**src/rtl/uart_arb_pkg.sv**
```systemverilog
// rtl/uart_arb_pkg.sv - shared state type and default parameters for the UART TX arbiter
package uart_arb_pkg;

    typedef enum logic {
        IDLE   = 1'b0,
        LOCKED = 1'b1
    } arb_state_t;

    localparam int DEF_NUM_SRC    = 2;
    localparam int DEF_DATA_WIDTH = 8;
    localparam int DEF_TIMEOUT    = 1024;

endpackage

```
**src/rtl/rr_pick.sv**
```systemverilog
// rtl/rr_pick.sv - combinational round-robin picker: first request at or above ptr, wrapping
module rr_pick #(
    parameter int N     = 2,
    parameter int PTR_W = 1
) (
    input  logic [N-1:0]     req,
    input  logic [PTR_W-1:0] ptr,
    output logic [N-1:0]     grant,
    output logic [PTR_W-1:0] index,
    output logic             any_req
);

    localparam logic [PTR_W:0] N_EXT = (PTR_W + 1)'(N);

    always_comb begin
        logic [PTR_W:0]   pos;
        logic [PTR_W-1:0] idx;
        grant   = '0;
        index   = '0;
        any_req = 1'b0;
        pos     = '0;
        idx     = '0;
        for (int i = 0; i < N; i++) begin
            pos = {1'b0, ptr} + (PTR_W + 1)'(i);
            if (pos >= N_EXT) begin
                pos = pos - N_EXT;
            end
            idx = pos[PTR_W-1:0];
            if (!any_req && req[idx]) begin
                any_req    = 1'b1;
                grant[idx] = 1'b1;
                index      = idx;
            end
        end
    end

endmodule

```
**src/rtl/uart_tx_arbiter.sv**
```systemverilog
// rtl/uart_tx_arbiter.sv - packet-locked round-robin arbiter in front of the UART TX byte stream
module uart_tx_arbiter
    import uart_arb_pkg::*;
#(
    parameter int NUM_SRC    = DEF_NUM_SRC,
    parameter int DATA_WIDTH = DEF_DATA_WIDTH,
    parameter int TIMEOUT    = DEF_TIMEOUT
) (
    input  logic                          i_clk,
    input  logic                          i_rst_n,
    input  logic [NUM_SRC*DATA_WIDTH-1:0] s_axis_tdata,
    input  logic [NUM_SRC-1:0]            s_axis_tvalid,
    input  logic [NUM_SRC-1:0]            s_axis_tlast,
    output logic [NUM_SRC-1:0]            s_axis_tready,
    output logic [DATA_WIDTH-1:0]         m_axis_tdata,
    output logic                          m_axis_tvalid,
    output logic                          m_axis_tlast,
    input  logic                          m_axis_tready,
    output logic [NUM_SRC-1:0]            o_grant,
    output logic                          o_busy,
    output logic                          o_timeout
);

    localparam int PTR_W = (NUM_SRC > 1) ? $clog2(NUM_SRC) : 1;
    localparam int CNT_W = $clog2(TIMEOUT) + 1;
    localparam bit WD_EN = (TIMEOUT > 0);
    localparam logic [PTR_W-1:0] LAST_IDX    = PTR_W'(NUM_SRC - 1);
    localparam logic [CNT_W-1:0] STALL_LIMIT = CNT_W'((TIMEOUT > 0) ? TIMEOUT - 1 : 0);

    arb_state_t       state, state_next;
    logic [NUM_SRC-1:0] grant_q, grant_next;
    logic [PTR_W-1:0] grant_idx, grant_idx_next;
    logic [PTR_W-1:0] rr_ptr, rr_ptr_next, ptr_after;
    logic [CNT_W-1:0] stall_cnt, stall_cnt_next;
    logic             timeout_next;

    logic [NUM_SRC-1:0] pick_grant;
    logic [PTR_W-1:0]   pick_idx;
    logic               pick_any;

    logic                  locked, sel_valid, sel_last, handshake;
    logic [DATA_WIDTH-1:0] sel_data;

    rr_pick #(
        .N     (NUM_SRC),
        .PTR_W (PTR_W)
    ) u_rr_pick (
        .req     (s_axis_tvalid),
        .ptr     (rr_ptr),
        .grant   (pick_grant),
        .index   (pick_idx),
        .any_req (pick_any)
    );

    assign locked    = (state == LOCKED);
    assign handshake = locked && sel_valid && m_axis_tready;
    assign ptr_after = (grant_idx == LAST_IDX) ? '0 : grant_idx + 1'b1;

    // Zero-latency mux from the owning source; constant slices keep the select simple.
    always_comb begin
        sel_data  = '0;
        sel_valid = 1'b0;
        sel_last  = 1'b0;
        for (int k = 0; k < NUM_SRC; k++) begin
            if (grant_idx == PTR_W'(k)) begin
                sel_data  = s_axis_tdata[k*DATA_WIDTH +: DATA_WIDTH];
                sel_valid = s_axis_tvalid[k];
                sel_last  = s_axis_tlast[k];
            end
        end
    end

    assign m_axis_tdata  = locked ? sel_data : '0;
    assign m_axis_tvalid = locked && sel_valid;
    assign m_axis_tlast  = locked && sel_last;
    assign s_axis_tready = (locked && m_axis_tready) ? grant_q : '0;
    assign o_grant       = grant_q;
    assign o_busy        = locked;

    always_comb begin
        state_next     = state;
        grant_next     = grant_q;
        grant_idx_next = grant_idx;
        rr_ptr_next    = rr_ptr;
        stall_cnt_next = stall_cnt;
        timeout_next   = 1'b0;
        case (state)
            IDLE: begin
                if (pick_any) begin
                    state_next     = LOCKED;
                    grant_next     = pick_grant;
                    grant_idx_next = pick_idx;
                    stall_cnt_next = '0;
                end
            end
            LOCKED: begin
                if (handshake) begin
                    stall_cnt_next = '0;
                    if (sel_last) begin
                        state_next  = IDLE;
                        grant_next  = '0;
                        rr_ptr_next = ptr_after;
                    end
                end else if (!sel_valid) begin
                    // Only a silent source counts as stalled; sink backpressure never does.
                    if (WD_EN && stall_cnt == STALL_LIMIT) begin
                        timeout_next = 1'b1;
                        state_next   = IDLE;
                        grant_next   = '0;
                        rr_ptr_next  = ptr_after;
                    end else if (stall_cnt != '1) begin
                        stall_cnt_next = stall_cnt + 1'b1;
                    end
                end
            end
            default: begin
                state_next = IDLE;
                grant_next = '0;
            end
        endcase
    end

    always_ff @(posedge i_clk or negedge i_rst_n) begin
        if (!i_rst_n) begin
            state     <= IDLE;
            grant_q   <= '0;
            grant_idx <= '0;
            rr_ptr    <= '0;
            stall_cnt <= '0;
            o_timeout <= 1'b0;
        end else begin
            state     <= state_next;
            grant_q   <= grant_next;
            grant_idx <= grant_idx_next;
            rr_ptr    <= rr_ptr_next;
            stall_cnt <= stall_cnt_next;
            o_timeout <= timeout_next;
        end
    end

endmodule

```
**config.mk**
```make
export PLATFORM = sky130hd
export DESIGN_NAME = uart_tx_arbiter
export DESIGN_NICKNAME = d
export VERILOG_FILES = /design/src/rtl/uart_arb_pkg.sv /design/src/rtl/rr_pick.sv /design/src/rtl/uart_tx_arbiter.sv
export SDC_FILE = /design/constraint.sdc
export NUM_CORES = 1
export LEC_CHECK = 0
export CAP_MARGIN = 20
export CORE_MARGIN = 3
export CORE_UTILIZATION = 35
export CTS_CLUSTER_DIAMETER = 150
export CTS_CLUSTER_SIZE = 40
export DETAILED_ROUTE_END_ITERATION = 7
export DONT_BUFFER_PORTS = 1
export GPL_TIMING_DRIVEN = 0
export PLACE_DENSITY = 0.55
export REMOVE_ABC_BUFFERS = 1
export SYNTH_ARGS = -nofsm -noshare
export SYNTH_HDL_FRONTEND = slang
export SYNTH_SLANG_ARGS = --single-unit
```
**constraint.sdc**
```tcl
create_clock -name i_clk -period 1.81 [get_ports i_clk]
set_clock_uncertainty 0.05 [all_clocks]
set_input_delay 0.0905 -clock i_clk [delete_from_list [all_inputs] [get_ports i_clk]]
set_output_delay 0.0905 -clock i_clk [all_outputs]
set_load 0.005 [all_outputs]
```
## Word-level counts from Yosys, hierarchy flattened

Index checks and enable logic that the tools add are counted.

- $add $sub $neg: 5
- $lt $le $gt $ge: 6
- Eq/ne operators: 10
- Mux-type cells: 48
- Bitwise operators: 2
- Reduce and logical (&&, ||, !) cells: 13

Operators with widths:

| operator | number |
|---|---|
| 2-to-1 mux 11 bit | 5 |
| 2-to-1 mux 1 bit | 28 |
| one-hot mux 11 bit (2 select lines) | 1 |
| 2-to-1 mux 2 bit | 8 |
| 2-to-1 mux 8 bit | 2 |
| AND reduction 4 bit | 3 |
| adder 11 x 1 -> 11 bit, second input constant | 1 |
| == test 11 x 10 -> 1 bit, second input constant | 1 |
| != test 11 bit, second input constant | 1 |
| logical AND 1 bit | 7 |
| != test 3 x 1 -> 1 bit, second input constant | 2 |
| != test 3 bit, second input constant | 2 |
| < comparator 1 x 2 -> 1 bit, second input constant | 2 |
| != test 2 bit, second input constant | 2 |
| one-hot mux 2 bit (2 select lines) | 1 |
| != test 3 x 2 -> 1 bit, second input constant | 1 |
| adder 1 x 1 -> 2 bit, second input constant | 1 |
| demux 1 bit (select 1 bit) | 2 |
| greater-or-equal comparator 1 bit, second input constant | 2 |
| greater-or-equal comparator 1 x 2 -> 1 bit, second input constant | 1 |
| greater-or-equal comparator 2 bit, second input constant | 1 |
| != test 2 x 1 -> 1 bit, second input constant | 1 |
| bitwise OR 2 bit | 1 |
| one-hot mux 1 bit (2 select lines) | 1 |
| other kinds (6) | 7 |

- Register bits after elaboration: 17
- Input bits: 23
- Logic and storage cells: 90

## Logic depth before layout (Yosys ltp)

Gate-level depths: netlist (run 1).

- Word-level depth: 11
- Gate-level depth with buffers: 5
- Depth with buffers taken out: 5

## By module

A second synthesis (run 1) with hierarchy kept.

- Cell total of the unflattened synthesis: 128
- Area, all modules: 1233.7 µm²

Modules (own cells, without submodules):

| module | times used | cells an instance | area each (µm²) |
|---|---|---|---|
| uart_tx_arbiter | 1 | 123 | 1201.2 |
| rr_pick | 1 | 5 | 32.5 |

## Worst setup path before layout (run 1)

Ideal clock, no wire load.

- Path kind: register -> register
- Start point: register stall_cnt[0]
- End point: register stall_cnt[9]
- Library setup time: 0.123 ns
- Arrival time: 1.500 ns
- Path slack: 0.138 ns
- Stages on the path, launching flop included: 6
- Cells stage by stage: dfrtp_1 -> ha_1 -> nand3_1 -> nor3_1 -> a211oi_1 -> o221a_2

- Cells in the longest elaborated chain, start to end: 6
- Elaborated cells on any way between the ends: 11
- Classes of those cells: add/sub (1); eq/ne (4); mux (5); reduce/logical (1)

Ends and longest elaborated chain:

| element | RTL line | text |
|---|---|---|
| from (decl) | uart_tx_arbiter.sv:34 | `logic [CNT_W-1:0] stall_cnt, stall_cnt_next;` |
| from (signal assigned) | uart_tx_arbiter.sv:136 | `stall_cnt <= stall_cnt_next;` |
| adder 11 x 1 -> 11 bit | uart_tx_arbiter.sv:112 | `stall_cnt_next = stall_cnt + 1'b1;` |
| 2-to-1 mux 11 bit | uart_tx_arbiter.sv:111 | `end else if (stall_cnt != '1) begin` |
| 2-to-1 mux 11 bit | uart_tx_arbiter.sv:106 | `if (WD_EN && stall_cnt == STALL_LIMIT) begin` |
| 2-to-1 mux 11 bit | uart_tx_arbiter.sv:104 | `end else if (!sel_valid) begin` |
| 2-to-1 mux 11 bit | uart_tx_arbiter.sv:97 | `if (handshake) begin` |
| one-hot mux 11 bit (2 select lines) | uart_tx_arbiter.sv:87 | `case (state)` |

Several ways; a longest one is shown, not always the timed one. The select of a mux whose other input is x is not followed.
A chain may end at the register's enable or synchronous reset.

## Worst setup path in the final report (run 1)

- Start point: register grant_idx
- End point: register stall_cnt[9]

- Cells in the longest elaborated chain, start to end: 5
- Elaborated cells on any way between the ends: 9
- Classes of those cells: eq/ne (3); mux (3); reduce/logical (3)

Ends and longest elaborated chain:

| element | RTL line | text |
|---|---|---|
| from (decl) | uart_tx_arbiter.sv:32 | `logic [PTR_W-1:0] grant_idx, grant_idx_next;` |
| from (signal assigned) | uart_tx_arbiter.sv:134 | `grant_idx <= grant_idx_next;` |
| 2-to-1 mux 1 bit (*) | uart_tx_arbiter.sv:65 | `if (grant_idx == PTR_W'(k)) begin` |
| logical AND 1 bit (2 in series) | uart_tx_arbiter.sv:56 | `assign handshake = locked && sel_valid && m_axis_tready;` |
| != test 3 x 1 -> 1 bit (no source line), or another cell as far along | -- |  |
| AND reduction 4 bit (no source line) or one-hot mux 11 bit (2 select lines) (tied branches) | -- |  |

Every way passes the cells marked *; elsewhere a longest branch is shown, timed or not.

==> results_dict.tcl, run 1 <==
set metrics [dict create \
    area_growth_pct 21.5 \
    place.port_buffers 0 \
    row_count 20 \
    clk_latency_ns 0.29 \
    htree_num_levels 1 \
    clk_pin_slew_ns 0.11 \
    synth_cell_types 44 \
    grt_first_pass_wirelength_um 4900 \
    drc_errors 0 \
    hpwl_um 2060 \
    setup_viol 0 \
    required_ns 1.95 \
    dp_cells 170 \
    synth_edf_count 0 \
    dieArea_sq_mm 0.00412 \
    via_per_inst 5.64 \
    maxCapViolations 0 \
    yosysWarnings 0 \
    multi_input_area_sq_um 785 \
    final_layout_size_suffix_gt1_share_pct 24.1 \
    finalHoldViolCount 0 \
    final_util_pct 45.7 \
    cts_made_buffers 3 \
    hold_slack_ns 0.0347 \
    grt_remaining_overflow 0 \
    ys_ff_latch 17 \
    instances_no_fill 189 \
    track_usage_pct 15.3 \
    slew_violations 0 \
    async_reset_ff_share_pct 100 \
    clk_path_buf_depth 2 \
    grt_pass1_vias 1004 \
    outcome "finished clean" \
    antenna_found_initial 0 \
    worstMarginPinSlew_ns 0.796 \
    routed_wl_um 3020 \
    drt_first_pass_iters 4 \
    core_sq_mm 0.00315 \
    ir_worst_vdd_mv 0.269 \
    critPathMaxFanout 8 \
    fillCellCount 315 \
    fin_crit_sh_pct 96.4 \
    crit_type "register to register" \
    clock-sinks 17 \
    cp.arrival_ns 1.89 \
    cts_tree "done" \
    nets 170 \
    die_x_um 64.2 \
    ys_seq_area_share_pct 35.9 \
    postSynthCellCount 132 \
    startpoint_type "register" \
    syn_avg_cell_area_sq_um 8.98 \
    hold_class "input port to register" \
    grt_start_max_net_pins 18 \
    num_io_pins 39 \
    fmax_mhz 573 \
    wl_per_cell_um 16.0 \
    crit_path_end_kind "register" \
    relSlewSlack_pct 46.8 \
    power_density_mw_per_mm2 1050 \
    final_antenna_net_count 0 \
    die_h_um 64.2 \
    start_util_pct 37.6 \
    regArea_sq_um 430 \
    routabilityCongestion 0.781 \
    ys.flop_type "dfrtp_1" \
    first_iter_violations 57 \
    antenna_cells 0 \
    vias 1066 \
    syn_area_sq_mm 0.00118 \
    root_buffer "clkbuf_4" \
    p_leak_uw 0.000630 \
    min_period_ns 1.74 \
]
-- flip-flops by register name (all words and copies together) (netlist names) --
| signal | cells |
|---|---|
| stall_cnt | 11 |
| o_grant | 2 |
| grant_idx | 1 |
| o_busy | 1 |
| o_timeout | 1 |
| rr_ptr | 1 |
-- power by group --
group	switching, uW	internal (uW)
combinational	370	348
clock	125	82.1
sequential	119	473
-- critical path, cell delays in order (launching register included) --
cell,delay (ns)
dfrtp_4,0.47
mux2_2,0.41
a21oi_4,0.29
a211oi_1,0.16
o221a_2,0.26
-- per-layer routing --
| layer | part of all wire, % | GRT usage, % | routed length, um | up-vias |
|---|---|---|---|---|
| met5 | 0 | 0 | 0 | - |
| met4 | 0.63 | 4.75 | 19 | 0 |
| met3 | 3.7 | 3.51 | 112 | 2 |
| met2 | 51 | 26.2 | 1540 | 20 |
| met1 | 45 | 19.0 | 1340 | 520 |
| li1 | - | - | - | 524 |
-- cells in the final DEF, fill, tap and decap left out, types with 4 or more instances in the layout --
cell type / synthesis / routed
and3_1: 4 / 4
nor2_1: 16 / 16
buf_4: 0 / 12
nand2_1: 10 / 10
nand3_1: 7 / 4
o21ai_0: 7 / 5
inv_1: 5 / 4
mux2i_1: 11 / 11
dfrtp_1: 17 / 15
-- layout make-up --
type	count	area share [%]
multi-input combinational	104	54.5
sequential	17	29.9
timing repair buffer	15	8.34
tap	44	3.82
clock buffer	3	1.56
inverter	5	1.56
clock inverter	1	0.348
-- path summary, 6_finish.rpt --
| kind | depth (start not counted) | end | from | slack, ns |
|---|---|---|---|---|
| max | 4 | stall_cnt[9]$_DFFE_PN0P_ | grant_idx$_DFFE_PN0P_ | 0.07 |
| min | 3 | grant_idx$_DFFE_PN0P_ | s_axis_tvalid[1] | 0.03 |
| max reg2reg | 4 | stall_cnt[9]$_DFFE_PN0P_ | grant_idx$_DFFE_PN0P_ | 0.07 |
| min reg2reg | 1 | stall_cnt[10]$_DFFE_PN0P_ | stall_cnt[10]$_DFFE_PN0P_ | 0.47 |
| max in group asynchronous | 1 | grant_idx$_DFFE_PN0P_ | i_rst_n | 0.86 |
| min in group asynchronous | 1 | o_timeout$_DFF_PN0_ | i_rst_n | 0.27 |
-- stage by stage --
step,setup slack [ns],total power (uW),TNS [ns],cell area [sq um]
6_report,0.0650,1520,0,1440
4_1_cts,0.00328,1440,0,1340
3_5_place_dp,-0.501,1140,-5.03,1210
5_1_grt,-0.0147,1650,-0.0147,1440
3_3_place_gp,-0.461,1120,-4.80,1210
2_1_floorplan,-0.207,1020,-1.18,1150
-- cell usage after synthesis (2+ instances only) --
library cell	number	area share, %
or3_1	2	1.1
nor2b_1	2	1.1
dfrtp_1	17	36
and3_1	4	2.1
nor3_1	3	1.3
a21oi_1	4	1.7
or4_1	2	1.3
o21ai_0	7	3.0
nand2b_1	3	1.6
mux2i_1	11	9.3
inv_1	5	1.6
nand3b_1	2	1.3
nor4_1	3	1.6
a31oi_1	3	1.6
nor2_1	16	5.1
nand2_1	10	3.2
nand3_1	7	3.0
a21o_1	3	1.9
clkbuf_1	3	0.95
-- cells by family (layout without fill, tap and decap cells) --
logic type | Yosys count | in the layout | share of synthesized area, %
adders and majority gates | 1 | 1 | 1.06
and+or+nand+nor | 58 | 58 | 25.0
buffers and inverters | 11 | 24 | 4.33
muxes | 13 | 13 | 12.1
DFF | 17 | 17 | 35.9
AOI/OAI and AO/OA | 32 | 32 | 21.5
-- timing repair --
| action | CTS | global route |
|---|---|---|
| buffers inserted | 4 | 8 |
| hold buffers | 3 | 0 |
| gates resized for setup | 9 | 11 |
| setup endpoints to repair | 15 | 20 |
| endpoints found under the hold margin | 22 | 0 |
| cloned | 0 | 0 |
| pin swaps | 1 | 3 |
Note: power is estimated with default switching activity, not from simulation.
==> run 2: changes to the inputs <==
- REMOVE_ABC_BUFFERS: 1 -> unset
==> run 2 against run 1 <==
Net effect:
- clock power up 4%
- sequential cell count unchanged
- largest cell class unchanged
- critical path type unchanged
- non-clock buffer count unchanged
- core utilization down 0.67 points
- cell count unchanged
- first-iteration DRC count down 44%
- sequential share of layout area up 0.095 points
- total power down 0.38%
- clock-buffer cell count unchanged
- global-route usage down 0.18 points
- setup slack better by 0.013 ns
- combinational power up 2%
==> results_dict.tcl, run 2 (synthesized netlist as in run 1, its figures left out) <==
set metrics [dict create \
    cts_made_buffers 3 \
    area_growth_pct 19.7 \
    internal-power_uw 883 \
    num_io_pins 39 \
    worstMarginPinSlew_ns 0.786 \
    hpwl_um 2130 \
    p_leak_uw 0.000636 \
    p_clk_share_pct 14.3 \
    rsz0062_at_grt "true" \
    drt_first_pass_iters 4 \
    place_area_sq_mm 0.00124 \
    wl_per_cell_um 15.6 \
    place.port_buffers 0 \
    largest-register "stall_cnt" \
    clock-sinks 17 \
    fmax_mhz 577 \
    seqPwrFrac_pct 37.2 \
    vias 1085 \
    routabilityCongestion 0.807 \
    ir_worst_vdd_mv 0.540 \
    antenna_cells 0 \
    swShare_pct 41.5 \
    relSlewSlack_pct 47.4 \
    htree_num_levels 1 \
    clk_pin_slew_ns 0.11 \
    startpoint_type "register" \
    row_count 20 \
    core_sq_mm 0.00315 \
    maxCapViolations 0 \
    finalHoldViolCount 0 \
    final_common_cell "dfrtp_1" \
    grt_start_max_net_pins 18 \
    final_cell_mix "17 x dfrtp_1, 16 x nor2_1, 11 x mux2i_1" \
    root_buffer "clkbuf_4" \
    outcome "finished clean" \
    required_ns 2.00 \
    hold_class "input port to register" \
    syn_nets 156 \
    slew_violations 0 \
    r2r_slack_ns 0.08 \
    fin_crit_sh_pct 95.7 \
    clk_path_buf_depth 2 \
    final_layout_size_suffix_gt1_share_pct 21.4 \
    nets 170 \
    clk_latency_ns 0.30 \
    cts_tree "done" \
    grt_first_pass_wirelength_um 5020 \
    setup_viol 0 \
    hold_slack_ns 0.130 \
    antenna_found_initial 0 \
    pwr-share-comb_pct 48.5 \
    dieArea_sq_mm 0.00412 \
    via_per_inst 5.74 \
    power_density_mw_per_mm2 1060 \
    cp.arrival_ns 1.92 \
    final_antenna_net_count 0 \
    routed_wl_um 2940 \
    die_x_um 64.2 \
    post-route-cell-area_sq_mm 0.00142 \
    grt_remaining_overflow 0 \
    start_util_pct 37.6 \
    critPathMaxFanout 9 \
    min_period_ns 1.73 \
    crit_path_end_kind "register" \
    die_h_um 64.2 \
    track_usage_pct 15.1 \
    grt_pass1_vias 1070 \
    crit_type "register to register" \
    p_sw_uw 627 \
    largest_register_ff_count 11 \
    drc_errors 0 \
    first_iter_violations 32 \
]
[run 2: final timing paths]
check                                               start                         to  cells past startpoint
max in group asynchronous                         i_rst_n         rr_ptr$_DFFE_PN0P_                      1
min in group asynchronous                         i_rst_n   stall_cnt[0]$_DFFE_PN0P_                      1
worst max register to register      grant_idx$_DFFE_PN0P_   stall_cnt[6]$_DFFE_PN0P_                      5
worst min-delay path                        m_axis_tready   stall_cnt[4]$_DFFE_PN0P_                      3
worst max-delay path                grant_idx$_DFFE_PN0P_   stall_cnt[6]$_DFFE_PN0P_                      5
worst min register to register  stall_cnt[10]$_DFFE_PN0P_  stall_cnt[10]$_DFFE_PN0P_                      1
[run 2: repair_timing]
item / CTS / global route
hold buffers: 2 / 0
endpoints found under the hold margin: 19 / 0
setup buffers: 0 / 7
pin swaps: 0 / 4
endpoints found under the setup margin: 8 / 20
resized for setup: 6 / 14
[run 2: through the flow]
stage	TNS [ns]	setup WS (ns)	instances	utilization, %	total power (uW)
after global placement	-0.410	-0.211	176	39.3	1170
after CTS	0	0.00113	182	41.7	1430
final	0	0.0775	189	45.0	1510
after floorplan	0	0.138	132	-	1060
after global routing	-0.0413	-0.0161	189	45.0	1630
after detailed placement	-0.464	-0.242	176	39.3	1190
[run 2: layer usage]
metal	vias up	GRT usage, %	part of all wire, %
li1	520	-	-
met1	517	20.0	45
met2	46	23.9	47
met3	2	4.75	7.6
met4	0	3.69	0.41
met5	-	0	0
[run 2: final cells by class]
class                           instances  area [sq um]
Clock buffer                            3          22.5
Buffer                                  6          35.0
Tap cell                               44          55.1
Inverter                                5          18.8
Clock inverter                          1          5.00
Fill cell                             323          1730
Timing Repair Buffer                    9          72.6
Sequential cell                        17           425
Multi-Input combinational cell        104           785
[run 2: worst max-delay path, cell delays in order, from the launching register on]
cell and delay [ns]:
dfrtp_1 0.35, buf_6 0.14, mux2i_4 0.31, o32ai_4 0.18, or4_1 0.49, a21oi_1 0.15
[run 2: power groups by stage]
stage	logic, uW	registers (uW)	clock network, uW
3_3_place_gp	615	557	0
6_report	732	562	216
3_5_place_dp	627	561	0
2_1_floorplan	524	538	0
5_1_grt	819	574	234
4_1_cts	651	556	220
==> run 3: changes to the inputs <==
- CORE_UTILIZATION: 35 -> 40
- PLACE_DENSITY: 0.55 -> 0.6
==> run 3 against run 2 <==
Net effect:
- sequential cell count unchanged
- register-to-register slack got worse by 0.07 ns
- combinational power about the same
- global-route usage increased by 1.7 points
- via count decreased by 1.6%
- die area decreased by 11%
- maximum frequency decreased by 3.8%
- routed wire length decreased by 1.8%
- cell count decreased by 6.3%
==> results_dict.tcl, run 3 (synthesized netlist as in run 1, its figures left out) <==
set metrics [dict create \
    grt_pass1_vias 969 \
    drt_first_pass_iters 4 \
    swShare_pct 40.7 \
    finalHoldViolCount 0 \
    largest-register "stall_cnt" \
    rsz0062_at_grt "true" \
    core_sq_mm 0.00278 \
    routed_wl_um 2890 \
    area_growth_pct 17.1 \
    p_clk_share_pct 13.9 \
    clk_latency_ns 0.30 \
    grt_remaining_overflow 0 \
    largest_register_ff_count 11 \
    antenna_found_initial 0 \
    instances_no_fill 177 \
    required_ns 2.00 \
    startpoint "stall_cnt[4]$_DFFE_PN0P_" \
    cp.arrival_ns 1.99 \
    fmax_mhz 555 \
    final_util_pct 49.9 \
    power_density_mw_per_mm2 1080 \
    via_per_inst 6.03 \
    first_iter_violations 61 \
    path_cells "nand3_1 -> or3_1 -> o21ai_0 -> a32o_1" \
    htree_num_levels 1 \
    cp.buffers_inverters 0 \
    syn_nets 156 \
    track_usage_pct 16.8 \
    routabilityCongestion 0.844 \
    fin_crit_sh_pct 99.5 \
    crit_path_top_delay_cell "or3_1" \
    dp_cells 163 \
    slew_violations 0 \
    final_common_cell "dfrtp_1" \
    hold_slack_ns 0.106 \
    vias 1068 \
    root_buffer "clkbuf_4" \
    slowest_delay_ns 0.50 \
    cts_made_buffers 3 \
    crit_type "register to register" \
    setup_viol 0 \
    start_util_pct 42.6 \
    regArea_sq_um 425 \
    num_io_pins 39 \
    final_antenna_net_count 0 \
    grt_first_pass_wirelength_um 4590 \
    grt_start_max_net_pins 18 \
    hold_class "input port to register" \
    clk_path_buf_depth 2 \
    relSlewSlack_pct 47.9 \
    wl_per_cell_um 16.3 \
    dieArea_sq_mm 0.00365 \
    critPathMaxFanout 7 \
    pwr-share-comb_pct 49.0 \
    crit_path_end_kind "register" \
    cts_tree "done" \
    antenna_cells 0 \
    crit_family "simple AND/OR/NAND/NOR gates" \
    min_from "m_axis_tready" \
    outcome "finished clean" \
    clock-sinks 17 \
    drc_errors 0 \
    crit-reg2reg-launch "stall_cnt[4]$_DFFE_PN0P_" \
    fillCellCount 258 \
    p_sw_uw 611 \
    min_period_ns 1.80 \
    hpwl_um 2070 \
    clk_pin_slew_ns 0.10 \
    internal-power_uw 888 \
    row_count 19 \
    seqPwrFrac_pct 37.1 \
    ir_worst_vdd_mv 1.01 \
    final_cell_mix "17 x dfrtp_1, 16 x nor2_1, 11 x mux2i_1" \
    fin_setup_tns_ns 0 \
    die_h_um 60.4 \
    multi_input_area_sq_um 763 \
    nets 171 \
    maxCapViolations 0 \
    final_layout_size_suffix_gt1_share_pct 19.2 \
    worstMarginPinSlew_ns 0.778 \
    place.port_buffers 0 \
    startpoint_type "register" \
    die_x_um 60.4 \
    p_leak_uw 0.000635 \
]
==> run 3: path summary, 6_finish.rpt <==
kind | endpoint | slack (ns) | cells past startpoint
worst min-delay path | stall_cnt[4]$_DFFE_PN0P_ | 0.11 | 3
worst min register to register | stall_cnt[10]$_DFFE_PN0P_ | 0.47 | 1
min in group asynchronous | stall_cnt[5]$_DFFE_PN0P_ | 0.25 | 1
max in group asynchronous | rr_ptr$_DFFE_PN0P_ | 0.97 | 1
worst max-delay path | stall_cnt[1]$_DFFE_PN0P_ | 0.009 | 4
worst max register to register | stall_cnt[1]$_DFFE_PN0P_ | 0.009 | 4
==> run 3: power groups by stage <==
| stage | clock (uW) | combinational [uW] | sequential (uW) |
|---|---|---|---|
| 6_report | 209 | 734 | 556 |
| 5_1_grt | 243 | 811 | 568 |
| 4_1_cts | 219 | 647 | 556 |
| 3_5_place_dp | 0 | 623 | 562 |
| 3_3_place_gp | 0 | 616 | 557 |
| 2_1_floorplan | 0 | 524 | 538 |
==> run 3: layout make-up <==
class                           count  share of cell area [%]
Clock buffer                        3                    1.62
Clock inverter                      1                   0.361
Inverter                            5                    1.35
Timing Repair Buffer               10                    5.77
Buffer                              6                    2.43
Sequential cell                    17                    30.7
Multi-Input combinational cell    104                    55.0
Tap cell                           31                    2.80
==> run 3: tightest hold or removal path, stage by stage <==
cell and delay, ns:
a2111oi_4 0.06, o31ai_1 0.20, a21oi_1 0.07
==> run 3: stage by stage <==
step	worst slack, ns	instance area, sq um	total power (uW)
2_1_floorplan	0.138	1180	1060
3_3_place_gp	-0.206	1220	1170
3_5_place_dp	-0.238	1220	1180
4_1_cts	0.00464	1300	1420
5_1_grt	-0.0684	1390	1620
6_report	0.00895	1390	1500
==> run 3: routing by layer <==
layer / global-route usage, % / share of wire (%)
met5: 0 / 0
met3: 1.28 / 6.4
met4: 7.43 / 1.1
met1: 23.8 / 45
met2: 26.4 / 47
==> run 3: what timing repair did <==
| item | 4_1_cts | 5_1_grt |
|---|---|---|
| endpoints found under the hold margin | 18 | 0 |
| pin swaps | 0 | 5 |
| buffers inserted | 0 | 8 |
| endpoints found under the setup margin | 7 | 19 |
| resized for setup | 6 | 7 |
| hold buffers | 2 | 0 |
| gates cloned | 0 | 0 |
